--- src/rtl/exmem_elastic_reg.sv ---
// exmem_elastic_reg: EX/MEM pipeline register with a one-entry skid buffer.
// The main register drives the MEM-side outputs. The skid register catches the
// one entry that EX may send while MEM stalls. readyE comes straight from a
// flop, so there is no combinational path from readyM to readyE.
// Optional feature: define EXMEM_PERF_CNT_EN to add the stall_cnt and
// flush_cnt performance counters as output ports.
module exmem_elastic_reg #(
  parameter int DATA_WIDTH             = 32,
  parameter int REGISTER_ADDRESS_WIDTH = 5,
  parameter int CTRL_WIDTH             = 5
) (
  input  logic                              clk,
  input  logic                              rst_n,
  input  logic                              flush,
  input  logic                              validE,
  output logic                              readyE,
  input  logic [CTRL_WIDTH-1:0]             ctrlE,
  input  logic [4*DATA_WIDTH-1:0]           dataE,
  input  logic [REGISTER_ADDRESS_WIDTH-1:0] RdE,
  output logic                              validM,
  input  logic                              readyM,
  output logic [CTRL_WIDTH-1:0]             ctrlM,
  output logic [4*DATA_WIDTH-1:0]           dataM,
  output logic [REGISTER_ADDRESS_WIDTH-1:0] RdM
`ifdef EXMEM_PERF_CNT_EN
  ,
  output logic [31:0]                       stall_cnt,
  output logic [31:0]                       flush_cnt
`endif
);

  // Main register: its contents drive the M outputs.
  logic                              main_valid_r, main_valid_s;
  logic [CTRL_WIDTH-1:0]             main_ctrl_r, main_ctrl_s;
  logic [4*DATA_WIDTH-1:0]           main_data_r, main_data_s;
  logic [REGISTER_ADDRESS_WIDTH-1:0] main_rd_r, main_rd_s;

  // Skid register: holds the entry accepted while M was stalled.
  logic                              skid_valid_r, skid_valid_s;
  logic [CTRL_WIDTH-1:0]             skid_ctrl_r, skid_ctrl_s;
  logic [4*DATA_WIDTH-1:0]           skid_data_r, skid_data_s;
  logic [REGISTER_ADDRESS_WIDTH-1:0] skid_rd_r, skid_rd_s;

  // readyE is kept as a register that mirrors !skid_valid.
  logic ready_e_r;

  logic e_xfer_s;
  logic m_xfer_s;

  assign e_xfer_s = validE && ready_e_r;
  assign m_xfer_s = main_valid_r && readyM;

  // Next-state logic. Flush has top priority. Main refills from the skid before
  // it takes a new entry, which keeps the order of entries. A cleared main
  // entry has its control bits zeroed, so a bubble can never write memory or
  // the register file.
  always_comb begin
    main_valid_s = main_valid_r;
    main_ctrl_s  = main_ctrl_r;
    main_data_s  = main_data_r;
    main_rd_s    = main_rd_r;
    skid_valid_s = skid_valid_r;
    skid_ctrl_s  = skid_ctrl_r;
    skid_data_s  = skid_data_r;
    skid_rd_s    = skid_rd_r;
    if (flush) begin
      main_valid_s = 1'b0;
      main_ctrl_s  = '0;
      skid_valid_s = 1'b0;
    end else if (!main_valid_r || m_xfer_s) begin
      if (skid_valid_r) begin
        main_valid_s = 1'b1;
        main_ctrl_s  = skid_ctrl_r;
        main_data_s  = skid_data_r;
        main_rd_s    = skid_rd_r;
        skid_valid_s = 1'b0;
      end else if (e_xfer_s) begin
        main_valid_s = 1'b1;
        main_ctrl_s  = ctrlE;
        main_data_s  = dataE;
        main_rd_s    = RdE;
      end else begin
        main_valid_s = 1'b0;
        main_ctrl_s  = '0;
      end
    end else begin
      if (e_xfer_s) begin
        skid_valid_s = 1'b1;
        skid_ctrl_s  = ctrlE;
        skid_data_s  = dataE;
        skid_rd_s    = RdE;
      end else begin
        skid_valid_s = skid_valid_r;
      end
    end
  end

  // State register. An asynchronous reset clears every entry and reopens the E side.
  always_ff @(posedge clk or negedge rst_n) begin
    if (!rst_n) begin
      main_valid_r <= 1'b0;
      main_ctrl_r  <= '0;
      main_data_r  <= '0;
      main_rd_r    <= '0;
      skid_valid_r <= 1'b0;
      skid_ctrl_r  <= '0;
      skid_data_r  <= '0;
      skid_rd_r    <= '0;
      ready_e_r    <= 1'b1;
    end else begin
      main_valid_r <= main_valid_s;
      main_ctrl_r  <= main_ctrl_s;
      main_data_r  <= main_data_s;
      main_rd_r    <= main_rd_s;
      skid_valid_r <= skid_valid_s;
      skid_ctrl_r  <= skid_ctrl_s;
      skid_data_r  <= skid_data_s;
      skid_rd_r    <= skid_rd_s;
      ready_e_r    <= !skid_valid_s;
    end
  end

  assign readyE = ready_e_r;
  assign validM = main_valid_r;
  assign ctrlM  = main_ctrl_r;
  assign dataM  = main_data_r;
  assign RdM    = main_rd_r;

`ifdef EXMEM_PERF_CNT_EN
  logic [31:0] stall_cnt_r;
  logic [31:0] flush_cnt_r;

  // Performance counters: count stalled M cycles and flush cycles. Both wrap freely.
  always_ff @(posedge clk or negedge rst_n) begin
    if (!rst_n) begin
      stall_cnt_r <= 32'd0;
      flush_cnt_r <= 32'd0;
    end else begin
      if (main_valid_r && !readyM) begin
        stall_cnt_r <= stall_cnt_r + 32'd1;
      end else begin
        stall_cnt_r <= stall_cnt_r;
      end
      if (flush) begin
        flush_cnt_r <= flush_cnt_r + 32'd1;
      end else begin
        flush_cnt_r <= flush_cnt_r;
      end
    end
  end

  assign stall_cnt = stall_cnt_r;
  assign flush_cnt = flush_cnt_r;
`endif

endmodule

--- config.mk ---
export PLATFORM = sky130hd
export DESIGN_NAME = exmem_elastic_reg
export DESIGN_NICKNAME = d
export VERILOG_FILES = /design/src/rtl/exmem_elastic_reg.sv
export SDC_FILE = /design/constraint.sdc
export NUM_CORES = 1
export LEC_CHECK = 0
export BUFFER_PORTS_ARGS = -buffer_cell sky130_fd_sc_hd__clkbuf_2
export CAP_MARGIN = 10
export CORE_MARGIN = 2
export CORE_UTILIZATION = 45
export CTS_CLUSTER_SIZE = 16
export DETAILED_ROUTE_END_ITERATION = 7
export PLACE_DENSITY = 0.69
export SLEW_MARGIN = 5
export SYNTH_ARGS = -nofsm -noshare
export SYNTH_HDL_FRONTEND = slang
export SYNTH_SLANG_ARGS = --single-unit
--- constraint.sdc ---
create_clock -name clk -period 3 [get_ports clk]
set_clock_uncertainty 0.15 [all_clocks]
set_input_delay 0.3 -clock clk [delete_from_list [all_inputs] [get_ports clk]]
set_output_delay 0.3 -clock clk [all_outputs]
set_load 0.005 [all_outputs]
* Yosys cells after proc, flatten, opt, wreduce, memory -nomap -nowiden
Cells that the tools add are included.
** Operators by class
- Bitwise operators :: 2
- Reductions and logical operators :: 9
- Mux-type cells :: 15
** Operator list (count)
- $mux 128 :: 2
- $mux 5 :: 6
- $mux 1 :: 7
- $reduce_and 3->1 :: 2
- $reduce_bool 2->1 :: 2
- $logic_and 1x1->1 :: 2
- $logic_not 1->1 :: 2
- $not 1->1 :: 2
- $logic_or 1x1->1 :: 1
** Word-level totals
- Bits in registers :: 279
- Output and inout port bits :: 140

* Depth between registers and ports, before layout
Gate-level depths: netlist of run 1.
- Word-level depth :: 5
- Gate-level depth with buffers :: 5
- Depth with buffers taken out :: 3

* Worst setup path before layout of run 1
Ideal clock, no wire load.
- Path kind :: reg-to-reg
- Start point :: reg ready_e_r, in the netlist readyE
- End point :: reg main_data_r[39], in the netlist dataM[39]
- Period minus slack after synthesis :: 1.849 ns
- Path buffers :: 2
- Path slack :: 1.151 ns
- Arrival :: 1.574 ns
- Stages on the path, launching flop included :: 6
- Setup time :: 0.125 ns
- Cells stage by stage :: dfstp_2 a21oi_1 nor3_2 buf_2 buf_4 mux2_2
** On the way
- Word-level cells in the longest chain between the ends :: 3
** RTL lines
- start, declared :: line 45 : logic ready_e_r;
- start signal, assigned :: line 119 : ready_e_r <= !skid_valid_s;
- $logic_and 1x1->1 :: line 50 : assign e_xfer_s = validE && ready_e_r;
- $reduce_bool 2->1 (no source line)
- $reduce_and 3->1 (no source line)
- end signal, assigned :: line 113 : main_data_r <= main_data_s;
- end, declared :: line 35 : logic [4*DATA_WIDTH-1:0] main_data_r, main_data_s;
Every way passes these cells.
A chain may end at the register's enable or synchronous reset.

* Final worst setup path of run 1
- Start point :: reg skid_valid_r
- End point :: reg main_data_r[77], in the netlist dataM[77]
** On the way
- Word-level cells in the longest chain between the ends :: 2
** RTL lines
- start, declared :: line 39 : logic skid_valid_r, skid_valid_s;
- start signal, assigned :: line 115 : skid_valid_r <= skid_valid_s;
- $reduce_bool 2->1 (no source line)
- $reduce_and 3->1 (no source line)
Parallel ways exist; a longest one is shown, timed or not.

==> summary.md, run 1 <==
| Metric | Value |
|---|---|
| Run status | finished clean |
| Areal power density over the cells | 664 nW/um2 |
| Actual transition at the worst max-transition pin | 0.675 ns |
| CTS tree | built |
| Number of cells upsized or downsized after cts | 0 |
| Final global-route overflow total | 0 |
| Residual DRC count | 0 |
| Final Net Count | 1321 |
| Filler cells | 2003 |
| Worst slew margin relative to its limit | 55.0% |
| Worst r2r src | skid_valid_r |
| Number of slew-limit violations in the final report | 0 |
| Count of endpoints failing hold in the final timing report | 0 |
| Routed wire length | 26300 um |
| Switching power as a share of total power | 24.5% |
| Average footprint of a synthesized cell | 16.1 um2 |
| Buffers inserted during post-CTS setup optimization | 0 |
| Number of buffers on the longest clock path | 3 |
| Highest net fanout along the worst path | 68 |
| Path class of the lowest-slack min-delay path | primary input to async pin |
| Required @ worst endpoint | 3.28 ns |
| CTS H-tree depth | 1 |
| Antenna violations before repair | 0 |
| Setup TNS | 0 ns |
| Maximum achievable frequency | 483 MHz |
| Internal power contribution | 8.12 mW |
| Die width | 168 um |
| WL per Instance | 17.1 um |
| Final Total Pwr | 10.7 mW |
| Signal arrival time at the worst endpoint | 2.34 ns |
| Initial Utilization | 46.0% |
| Nature of the critical path endpoint | flop |
| Maximum number of pins on one net before global-route repair | 83 |
| Number of max-cap violations | 0 |
| Clock period minus final worst setup slack | 2.07 ns |
| RSZ-0062 raised after global routing | false |
| Worst vdd rail ir drop | 550 uV |
| Count of inserted antenna diode cells | 0 |
| Total leakage power | 7.32 nW |
| Input/output buffers | 282 |
| Sequential share of power | 47.8% |
| Ys Warns | 0 |
| Detailed placer's ending HPWL | 16400 um |
| Global-route wire length before repair | 43400 um |
| RePlAce Congestion | 0.758 |
| FF+latch count, synth | 279 |
| Hold-fix buffers, CTS | 143 |
| Clock-pin transition on the worst setup and hold timing paths | 0.06 ns |
| Final period utilization | 69.0% |
| Inserted Clock Buffers | 30 |
| Area of the mapped netlist | 12100 um2 |
| Skew-Pair Late Insertion Delay | 0.55 ns |
| Std-Cell Core Area | 26200 um2 |
| Die area | 28100 um2 |
| Worst setup path startpoint | skid_valid_r |
| Post-synthesis net count | 894 |
| Comb power frac | 18.5% |
| Number of global-route vias before repair | 8419 |
| Count of endpoints failing setup in the final report | 0 |
| Vias after detailed routing | 7716 |
| Via-per-instance ratio | 5.03 |
| Vertical die dimension | 168 um |
| I/O pin total | 283 |
| Relative contribution of the clock network to total power | 33.7% |
| Root buffer cell | sky130_fd_sc_hd__clkbuf_16 |
| Placement Rows | 59 |
| Area growth, synth to finish | 34.2% |
| Worst Path Class, Setup | flop to flop |
| Routed Antenna Nets | 0 |
| Net load switching power | 2.63 mW |
| CTS sink count | 279 |
| CP Launch Type | flop |
| Library cells used by synthesis | 22 |
| Post-synthesis sequential area ratio | 57.9% |
| Starting DRT DRC Count | 307 |
| DRT Pass-1 Iters | 4 |
| Ratio of cells with drive above 1 in the final layout | 61.0% |
| Count of mapped cells out of synthesis | 751 |
| Aggregate global-route resource usage | 18.9% |
-- registers in the layout (all words and copies together) (netlist names), 5 cells and up --
signal,count
RdM,5
ctrlM,5
dataM,128
skid_ctrl_r,5
skid_data_r,128
skid_rd_r,5
-- metrics by stage --
step           utilization (%)  hold WS [ns]  setup slack [ns]  instance area [um2]  instances
3_3_place_gp              52.6         0.210             0.930                13800       1338
4_1_cts                   61.7         0.221             0.937                16200       1534
6_report                  61.7         0.209             0.931                16200       1534
3_5_place_dp              52.6         0.214             0.900                13800       1338
2_1_floorplan                -        -0.146              1.15                12100        751
5_1_grt                   61.7         0.273             0.863                16200       1534
-- synthesized netlist by cell type, drive strengths merged --
cell type	instances	area (um2)
dfrtp	278	6960
nor3b	1	18.8
o21ai	5	25.0
clkbuf	2	7.51
mux2	404	4550
nand2b	2	12.5
or3	1	6.26
nand2	5	18.8
nor3	1	10.0
mux2i	5	50.1
and3	1	7.51
inv	1	3.75
a21oi	1	5.00
buf	42	353
nor2b	1	6.26
dfstp	1	26.3
-- layout make-up --
type / count / area (um2) / area share (%)
multi-input cells: 427 / 4720 / 29.2
inverters: 1 / 3.75 / 0.0232
repair buffers: 439 / 3080 / 19.1
well taps: 335 / 419 / 2.59
clock inverters: 8 / 90.1 / 0.557
flip-flops and latches: 279 / 6990 / 43.2
clock buffers: 45 / 878 / 5.43
-- cells by family after synthesis --
logic type	after synthesis	share of synthesized area, %
compound gates	6	0.249
buf+inv	45	3.02
flops	279	57.9
mux	409	38.1
simple gates	12	0.664
-- routing by layer --
| layer | share of wire [%] | track usage (%) |
|---|---|---|
| met1 | 43 | 23.5 |
| met2 | 48 | 32.3 |
| met3 | 6.9 | 5.25 |
| met4 | 2.5 | 5.22 |
| met5 | 0 | 0 |
-- placed cells by master (no fill, tap or decap) --
| master | synthesis | final |
|---|---|---|
| sky130_fd_sc_hd__a21oi_1 | 1 | 1 |
| sky130_fd_sc_hd__and3_4 | 0 | 1 |
| sky130_fd_sc_hd__buf_12 | 1 | 10 |
| sky130_fd_sc_hd__buf_4 | 7 | 4 |
| sky130_fd_sc_hd__buf_8 | 10 | 1 |
| sky130_fd_sc_hd__bufinv_16 | 0 | 2 |
| sky130_fd_sc_hd__clkbuf_1 | 2 | 9 |
| sky130_fd_sc_hd__clkbuf_16 | 0 | 31 |
| sky130_fd_sc_hd__clkbuf_2 | 0 | 281 |
| sky130_fd_sc_hd__clkbuf_8 | 0 | 5 |
| sky130_fd_sc_hd__clkinv_2 | 0 | 6 |
| sky130_fd_sc_hd__dfrtp_1 | 278 | 277 |
| sky130_fd_sc_hd__dfrtp_4 | 0 | 1 |
| sky130_fd_sc_hd__dfstp_2 | 1 | 1 |
| sky130_fd_sc_hd__dlygate4sd3_1 | 0 | 143 |
| sky130_fd_sc_hd__inv_1 | 1 | 1 |
| sky130_fd_sc_hd__mux2_1 | 18 | 18 |
| sky130_fd_sc_hd__mux2_2 | 386 | 386 |
| sky130_fd_sc_hd__mux2i_1 | 5 | 5 |
| sky130_fd_sc_hd__nand2_1 | 5 | 5 |
| sky130_fd_sc_hd__nand2b_1 | 2 | 2 |
| sky130_fd_sc_hd__nor2b_1 | 1 | 1 |
| sky130_fd_sc_hd__nor3_4 | 0 | 1 |
| sky130_fd_sc_hd__nor3b_4 | 1 | 1 |
| sky130_fd_sc_hd__o21ai_0 | 5 | 5 |
| sky130_fd_sc_hd__or3_1 | 1 | 1 |
-- power by group through the flow --
stage	clock network [mW]	logic (mW)	registers, mW
detailed placement	0	1.85	5.19
floorplan	0	1.05	5.13
CTS	3.73	2.01	5.13
global placement	0	1.80	5.15
finish	3.62	1.98	5.14
global route	3.87	2.18	5.26
-- path summary, 6_finish.rpt --
path	to	slack [ns]	depth (start not counted)
min in group clk	skid_data_r[15]	0.33	1
worst max register to register	dataM[77]	0.93	4
worst min register to register	skid_data_r[15]	0.33	1
worst max-delay path	dataM[77]	0.93	4
worst min-delay path	skid_data_r[28]	0.21	2
max in group asynchronous	dataM[36]	1.73	3
-- worst max-delay path: stages, from the launching register on --
cell and delay (ns):
sky130_fd_sc_hd__dfrtp_4 0.57, sky130_fd_sc_hd__a21oi_1 0.14, sky130_fd_sc_hd__nor3_4 0.25, sky130_fd_sc_hd__buf_12 0.36, sky130_fd_sc_hd__mux2_2 0.39
No activity file was read; power rests on OpenSTA's default activity.
==> run 2: changes to the inputs <==
- ABC_AREA: default -> 1
- PLACE_DENSITY: 0.69 -> 0.71
- clock period: 3 -> 1.8 ns (I/O delays scaled with it)
==> summary.md, run 2 <==
| Metric | Value |
|---|---|
| Primary FF master, synth | sky130_fd_sc_hd__dfrtp_1 (unchanged) |
| Std-Cell Core Area | 27700 um2 (was 26200 um2) |
| Proportion of synthesized flip-flops having asynchronous set or reset | 100% (unchanged) |
| CTS H-tree depth | 1 (unchanged) |
| Worst Path Class, Setup | flop to flop (unchanged) |
| CP Launch Type | flop (unchanged) |
| I/O pin total | 283 (unchanged) |
| Highest net fanout along the worst path | 55 (was 68) |
| Total leakage power | 9.57 nW (was 7.32 nW) |
| Die area | 29500 um2 (was 28100 um2) |
| Root buffer cell | sky130_fd_sc_hd__clkbuf_16 (unchanged) |
| Worst vdd rail ir drop | 805 uV (was 550 uV) |
| CTS sink count | 279 (unchanged) |
| Area of the mapped netlist | 12700 um2 (was 12100 um2) |
| Vias after detailed routing | 12237 (was 7716) |
| Residual DRC count | 0 (unchanged) |
| Signal arrival time at the worst endpoint | 1.98 ns (was 2.34 ns) |
| DRT Pass-1 Iters | 7 (was 4) |
| Count of mapped cells out of synthesis | 1661 (was 751) |
| Filler cells | 2476 (was 2003) |
| Clock period minus final worst setup slack | 1.70 ns (was 2.07 ns) |
| Maximum number of pins on one net before global-route repair | 122 (was 83) |
| Input/output buffers | 282 (unchanged) |
| CTS tree | built (unchanged) |
| Number of slew-limit violations in the final report | 0 (unchanged) |
| Number of buffers on the longest clock path | 3 (unchanged) |
| Commonest non-fill, non-tap cell in the layout | sky130_fd_sc_hd__nand2_1 (was sky130_fd_sc_hd__mux2_2) |
| Synth top area cells | sky130_fd_sc_hd__dfrtp_1 55%, sky130_fd_sc_hd__nand2_1 29%, sky130_fd_sc_hd__nand3_1 11%, sky130_fd_sc_hd__buf_2 2.7%, sky130_fd_sc_hd__clkbuf_1 1.1% (was sky130_fd_sc_hd__dfrtp_1 58%, sky130_fd_sc_hd__mux2_2 36%, sky130_fd_sc_hd__mux2_1 1.7%, sky130_fd_sc_hd__buf_8 1.2%, sky130_fd_sc_hd__buf_2 0.58%) |
| Count of endpoints failing hold in the final timing report | 0 (unchanged) |
| Inserted Clock Buffers | 30 (unchanged) |
| Run status | finished clean (unchanged) |
| RSZ-0062 raised after global routing | false (unchanged) |
| Final period utilization | 94.3% (was 69.0%) |
| Most common library cells after synthesis | 973 x sky130_fd_sc_hd__nand2_1, 278 x sky130_fd_sc_hd__dfrtp_1, 272 x sky130_fd_sc_hd__nand3_1, 68 x sky130_fd_sc_hd__buf_2, 38 x sky130_fd_sc_hd__clkbuf_1 (was 386 x sky130_fd_sc_hd__mux2_2, 278 x sky130_fd_sc_hd__dfrtp_1, 18 x sky130_fd_sc_hd__mux2_1, 14 x sky130_fd_sc_hd__buf_2, 10 x sky130_fd_sc_hd__buf_8) |
| Nature of the critical path endpoint | flop (unchanged) |
| Post-Place Cell Area | 14500 um2 (was 13800 um2) |
| Final Net Count | 2172 (was 1321) |
| Library cells used by synthesis | 18 (was 22) |
| Count of endpoints failing setup in the final report | 0 (unchanged) |
| Path class of the lowest-slack min-delay path | primary input to flop (was primary input to async pin) |
| Areal power density over the cells | 1040 nW/um2 (was 664 nW/um2) |
| Average footprint of a synthesized cell | 7.62 um2 (was 16.1 um2) |
| Clock-pin transition on the worst setup and hold timing paths | 0.06 ns (about the same) |
| Cell accounting for the most synthesized area | sky130_fd_sc_hd__dfrtp_1 (unchanged) |
| Area of combinational cells with multiple inputs | 5100 um2 (was 4720 um2) |
| Skew-Pair Late Insertion Delay | 0.54 ns (was 0.55 ns) |
| Routed Antenna Nets | 0 (unchanged) |
| Number of cells in the finished layout apart from fillers | 2433 (was 1534) |
| Detailed placer's ending HPWL | 21700 um (was 16400 um) |
| Number of flops mapped to enable cells by yosys | 0 (unchanged) |
| Sequential cell area | 6990 um2 (unchanged) |
| Final std cell area, no fill | 16900 um2 (was 16200 um2) |
| Post-synthesis net count | 1804 (was 894) |
| Die width | 172 um (was 168 um) |
| Aggregate global-route resource usage | 25.2% (was 18.9%) |
| Placement Rows | 61 (was 59) |
| Share of the synthesized area in the top cell type | 55.0% (was 57.7%) |
| Actual transition at the worst max-transition pin | 0.579 ns (was 0.675 ns) |
| Ys Warns | 0 (unchanged) |
| Global-route wire length before repair | 59800 um (was 43400 um) |
| Setup TNS | 0 ns (unchanged) |
| Required @ worst endpoint | 2.08 ns (was 3.28 ns) |
| Antenna violations before repair | 2 (was 0) |
| WL per Instance | 15.3 um (was 17.1 um) |
| Worst slew margin relative to its limit | 61.4% (was 55.0%) |
| Most common cell in the netlist | sky130_fd_sc_hd__nand2_1 (was sky130_fd_sc_hd__mux2_2) |
| Routed wire length | 37300 um (was 26300 um) |
| Area growth, synth to finish | 33.8% (was 34.2%) |
| Post-synthesis sequential area ratio | 55.2% (was 57.9%) |
| Number of global-route vias before repair | 12045 (was 8419) |
| Starting DRT DRC Count | 1099 (was 307) |
| Via-per-instance ratio | 5.03 (about the same) |
| Number of max-cap violations | 0 (unchanged) |
| Placed insts | 2232 (was 1338) |
| Initial Utilization | 45.7% (was 46.0%) |
| Top library cells by usage in the layout, fill and taps aside | 972 x sky130_fd_sc_hd__nand2_1, 281 x sky130_fd_sc_hd__clkbuf_2, 277 x sky130_fd_sc_hd__dfrtp_1 (was 386 x sky130_fd_sc_hd__mux2_2, 281 x sky130_fd_sc_hd__clkbuf_2, 277 x sky130_fd_sc_hd__dfrtp_1) |
| Maximum achievable frequency | 589 MHz (was 483 MHz) |
| RePlAce Congestion | 0.800 (was 0.758) |
| Ratio of cells with drive above 1 in the final layout | 18.1% (was 61.0%) |
| Vertical die dimension | 172 um (was 168 um) |
| FF+latch count, synth | 279 (unchanged) |
| Final global-route overflow total | 0 (unchanged) |
[run 2: cell types whose count changed after synthesis, moves of 18 or more]
cell	delta
sky130_fd_sc_hd__mux2_2	-386
sky130_fd_sc_hd__mux2_1	-18
sky130_fd_sc_hd__buf_2	+54
sky130_fd_sc_hd__nand2_1	+968
sky130_fd_sc_hd__nand3_1	+272
sky130_fd_sc_hd__clkbuf_1	+36
[run 2: timing repair]
action,CTS,global route
setup buffers,0,0
hold buffers,142,0
hold endpoints to repair,555,0
resized for setup,0,2
setup endpoints to repair,0,5
[run 2: cells by family after synthesis]
kind of cell | share of synthesized area, %
flip-flops | 55.2
AND/OR/NAND/NOR | 40.0
buffers and inverters | 4.70
AO/OA/AOI/OAI | 0.0790
[run 2: final cells by class]
class | instances | area share (%)
Antenna cell | 2 | 0.0296
Inverter | 9 | 0.229
Multi-Input combinational cell | 1255 | 30.1
Sequential cell | 279 | 41.3
Clock buffer | 47 | 5.47
Timing Repair Buffer | 454 | 19.6
Tap cell | 378 | 2.79
Clock inverter | 9 | 0.451
[run 2: worst paths after layout]
| path | start | end | slack [ns] | depth (start not counted) |
|---|---|---|---|---|
| max in group asynchronous | rst_n | skid_data_r[42] | 0.29 | 4 |
| worst min register to register | dataM[36] | dataM[36] | 0.32 | 2 |
| worst max register to register | readyE | dataM[90] | 0.10 | 6 |
| worst min-delay path | validE | dataM[1] | 0.22 | 6 |
| worst max-delay path | readyE | dataM[90] | 0.10 | 6 |
| min in group asynchronous | rst_n | dataM[12] | 0.51 | 3 |
[run 2: power by group]
part           total [mW]  internal, mW  switching (mW)
Sequential           8.39          7.61           0.771
Combinational        3.17          1.38            1.78
Clock                6.13          3.66            2.47
Total                17.7          12.7            5.02
[run 2: critical path, cell delays in order, from the launching register on]
cell,delay (ns)
sky130_fd_sc_hd__dfstp_2,0.54
sky130_fd_sc_hd__nand2_1,0.14
sky130_fd_sc_hd__nand2_4,0.16
sky130_fd_sc_hd__nand3_4,0.13
sky130_fd_sc_hd__clkbuf_16,0.28
sky130_fd_sc_hd__nand2_1,0.12
sky130_fd_sc_hd__nand2_1,0.05
[run 2: routing by layer]
layer  vias up  track usage (%)  wire (um)
li1       5933                -          -
met2       445             40.8      17500
met3       117             3.73       2290
met4         0             12.1       1760
met1      5742             33.3      15800
met5         -                0          0
[run 2: metrics by stage]
| stage | power, mW | utilization (%) | setup WS (ns) | hold slack (ns) |
|---|---|---|---|---|
| 2_1_floorplan | 9.88 | - | 0.248 | -0.266 |
| 3_3_place_gp | 11.2 | 52.2 | 0.126 | -0.0491 |
| 3_5_place_dp | 11.4 | 52.2 | 0.102 | -0.0422 |
| 4_1_cts | 17.8 | 61.0 | 0.0848 | 0.214 |
| 5_1_grt | 18.7 | 61.1 | 0.0233 | 0.256 |
| 6_report | 17.7 | 61.1 | 0.103 | 0.217 |
==> run 3: changes to the inputs <==
- CORE_ASPECT_RATIO: default -> 1.75
- CTS_BUF_LIST: default -> sky130_fd_sc_hd__clkbuf_8 sky130_fd_sc_hd__clkbuf_16
- SETUP_SLACK_MARGIN: default -> 0.5
==> summary.md, run 3 (same netlist as run 2, synthesis figures left out) <==
| Metric | Value |
|---|---|
| WHS Endpoint | validM (was dataM[1]) |
| Top library cells by usage in the layout, fill and taps aside | 959 x sky130_fd_sc_hd__nand2_1, 276 x sky130_fd_sc_hd__dfrtp_1, 275 x sky130_fd_sc_hd__clkbuf_2 (was 972 x sky130_fd_sc_hd__nand2_1, 281 x sky130_fd_sc_hd__clkbuf_2, 277 x sky130_fd_sc_hd__dfrtp_1) |
| Die area | 29500 um2 (about the same) |
| Input/output buffers | 282 (unchanged) |
| Maximum number of pins on one net before global-route repair | 80 (was 122) |
| Met3 wire len | 3820 um (was 2290 um) |
| Actual transition at the worst max-transition pin | 0.407 ns (was 0.579 ns) |
| Signal arrival time at the worst endpoint | 1.94 ns (was 1.98 ns) |
| WL per Instance | 18.9 um (was 15.3 um) |
| Final std cell area, no fill | 18700 um2 (was 16900 um2) |
| Run status | complete, but fails checks (was finished clean) |
| Capture point of the worst reg-to-reg path | dataM[37] (was dataM[90]) |
| Post-route worst hold slack | -0.0490 ns (was 0.217 ns) |
| Post-placement setup slack | 0.192 ns (was 0.102 ns) |
| Number of global-route vias before repair | 13166 (was 12045) |
| Number of max-cap violations | 0 (unchanged) |
| Die width | 131 um (was 172 um) |
| Final Total Pwr | 18.5 mW (was 17.7 mW) |
| CTS tree | built (unchanged) |
| CTS sink count | 279 (unchanged) |
| Worst setup slack for register-to-register paths | 0.15 ns (was 0.10 ns) |
| Cell occurring most often along the worst timing path | sky130_fd_sc_hd__nand2_1 (unchanged) |
| Clock period minus final worst setup slack | 1.65 ns (was 1.70 ns) |
| Maximum achievable frequency | 605 MHz (was 589 MHz) |
| RePlAce Congestion | 0.826 (was 0.800) |
| Top Layer Used | met4 (unchanged) |
| Required @ worst endpoint | 2.09 ns (was 2.08 ns) |
| Routed wl met2 | 24300 um (was 17500 um) |
| Antenna violations before repair | 8 (was 2) |
| Std-Cell Core Area | 27800 um2 (was 27700 um2) |
| Vertical die dimension | 226 um (was 172 um) |
| Area growth, synth to finish | 47.7% (was 33.8%) |
| Count of endpoints failing setup in the final report | 0 (unchanged) |
| Cell depth of the worst min-delay path | 4 (was 6) |
| RSZ-0062 raised after global routing | true (was false) |
| Count of endpoints failing hold in the final timing report | 32 (was 0) |
| Detailed placer's ending HPWL | 23300 um (was 21700 um) |
| Ratio of cells with drive above 1 in the final layout | 23.9% (was 18.1%) |
| Sequence of cells on the critical path | nand2_4 > nand2_8 > nand3_4 > buf_12 > clkbuf_16 > nand2_1 > nand2_1 (was nand2_1 > nand2_4 > nand3_4 > clkbuf_16 > nand2_1 > nand2_1) |
| Setup TNS | 0 ns (unchanged) |
| Final global-route overflow total | 0 (unchanged) |
| Number of cell instances on the worst register-to-register path | 7 (was 6) |
| Clock-pin transition on the worst setup and hold timing paths | 0.07 ns (was 0.06 ns) |
| Aggregate global-route resource usage | 29.0% (was 25.2%) |
| Residual DRC count | 0 (unchanged) |
| Routed Antenna Nets | 0 (unchanged) |
| Total leakage power | 10.6 nW (was 9.57 nW) |
| Worst vdd rail ir drop | 642 uV (was 805 uV) |
| Root buffer cell | sky130_fd_sc_hd__clkbuf_16 (unchanged) |
| Stage delay of the slowest cell on the critical path | 0.56 ns (was 0.54 ns) |
| Cell with the largest stage delay on the worst path | sky130_fd_sc_hd__dfstp_2 (unchanged) |
| Path class of the lowest-slack min-delay path | primary input to flop (unchanged) |
| Worst slew margin relative to its limit | 72.9% (was 61.4%) |
| Commonest non-fill, non-tap cell in the layout | sky130_fd_sc_hd__nand2_1 (unchanged) |
| Inserted Clock Buffers | 27 (was 30) |
| Number of buffers on the longest clock path | 3 (unchanged) |
| Worst r2r src | readyE (unchanged) |
| CP Launch Type | flop (unchanged) |
| Skew-Pair Late Insertion Delay | 0.56 ns (was 0.54 ns) |
| Via-per-instance ratio | 5.34 (was 5.03) |
| Hold path startpoint | readyM (was validE) |
| Nature of the critical path endpoint | flop (unchanged) |
| Worst Path Class, Setup | flop to flop (unchanged) |
| Number of slew-limit violations in the final report | 0 (unchanged) |
| Global-route wire length before repair | 67300 um (was 59800 um) |
| Final Net Count | 2313 (was 2172) |
| Routed wire length | 48500 um (was 37300 um) |
| Starting DRT DRC Count | 1192 (was 1099) |
| WL met1 | 17000 um (was 15800 um) |
| Initial Utilization | 45.6% (was 45.7%) |
| DRT Pass-1 Iters | 5 (was 7) |
| Violated checks | negative hold slack |
| Highest net fanout along the worst path | 18 (was 55) |
| Min setup slack post-route | 0.148 ns (was 0.103 ns) |
| Areal power density over the cells | 988 nW/um2 (was 1040 nW/um2) |
| Placement Rows | 81 (was 61) |
| I/O pin total | 283 (unchanged) |
| Vias after detailed routing | 13735 (was 12237) |
| Post-Place Cell Area | 14500 um2 (about the same) |
| Final period utilization | 91.8% (was 94.3%) |
| CTS H-tree depth | 1 (unchanged) |
[run 3: cell count changes in the layout (fill, tap and decap cells not counted), moves of 7 or more]
| cell | previous run | this run |
|---|---|---|
| sky130_fd_sc_hd__diode_2 | 2 | 9 |
| sky130_fd_sc_hd__buf_6 | 1 | 12 |
| sky130_fd_sc_hd__buf_16 | 1 | 22 |
| sky130_fd_sc_hd__buf_4 | 10 | 114 |
| sky130_fd_sc_hd__clkbuf_1 | 7 | 0 |
| sky130_fd_sc_hd__clkbuf_16 | 32 | 42 |
| sky130_fd_sc_hd__nand2_1 | 972 | 959 |
| sky130_fd_sc_hd__nand2_2 | 1 | 12 |
[run 3: worst max-delay path by stage]
stage                      start         to  slack, ns  depth (start not counted)
global route              readyE  dataM[37]       0.13                          7
finish                    readyE  dataM[37]       0.15                          7
global placement    skid_valid_r  dataM[15]       0.22                          6
detailed placement  skid_valid_r  dataM[33]       0.19                          6
CTS                       readyE     readyE       0.23                          1
floorplan                 readyE  dataM[50]       0.36                          7
[run 3: stage by stage]
| stage | util (%) | std cells | hold slack (ns) |
|---|---|---|---|
| detailed placement | 52.0 | 2229 | -0.0397 |
| global route | 67.3 | 2570 | -0.0432 |
| CTS | 63.6 | 2489 | -0.0659 |
| finish | 67.3 | 2571 | -0.0490 |
| floorplan | - | 1661 | -0.266 |
| global placement | 52.0 | 2229 | -0.0375 |
[run 3: layout make-up]
cell class                      instances  area [um2]
Fill cell                            2136        9080
Clock inverter                         12        85.1
Timing Repair Buffer                  598        5120
Inverter                                9        46.3
Antenna cell                            9        22.5
Multi-Input combinational cell       1255        5160
Tap cell                              373         467
Clock buffer                           36         800
Sequential cell                       279        6990
[run 3: power breakdown]
part	total [mW]	internal, mW	switching, mW	leakage [nW]
Combinational	4.28	2.12	2.16	6.59
Clock	5.75	3.24	2.51	0.464
Sequential	8.44	7.61	0.825	3.50
[run 3: what timing repair did]
action	4_1_cts	5_1_grt
hold endpoints to repair	555	5
pin swaps	3	13
hold buffers	140	1
endpoints found under the setup margin	418	419
buffers inserted	60	55
gates resized for setup	36	48
cloned	12	17
[run 3: metal layers]
| layer | track usage (%) | vias to the layer above |
|---|---|---|
| met5 | 0 | - |
| li1 | - | 6235 |
| met2 | 49.3 | 817 |
| met1 | 34.6 | 6454 |
| met3 | 3.93 | 229 |
| met4 | 17.2 | 0 |
[run 3: critical path, delay by kind of cell, from the launching register on]
family / cells / cell delay, ns
flip-flops: 1 / 0.56
AND/OR/NAND/NOR: 5 / 0.46
buffers and inverters: 2 / 0.35
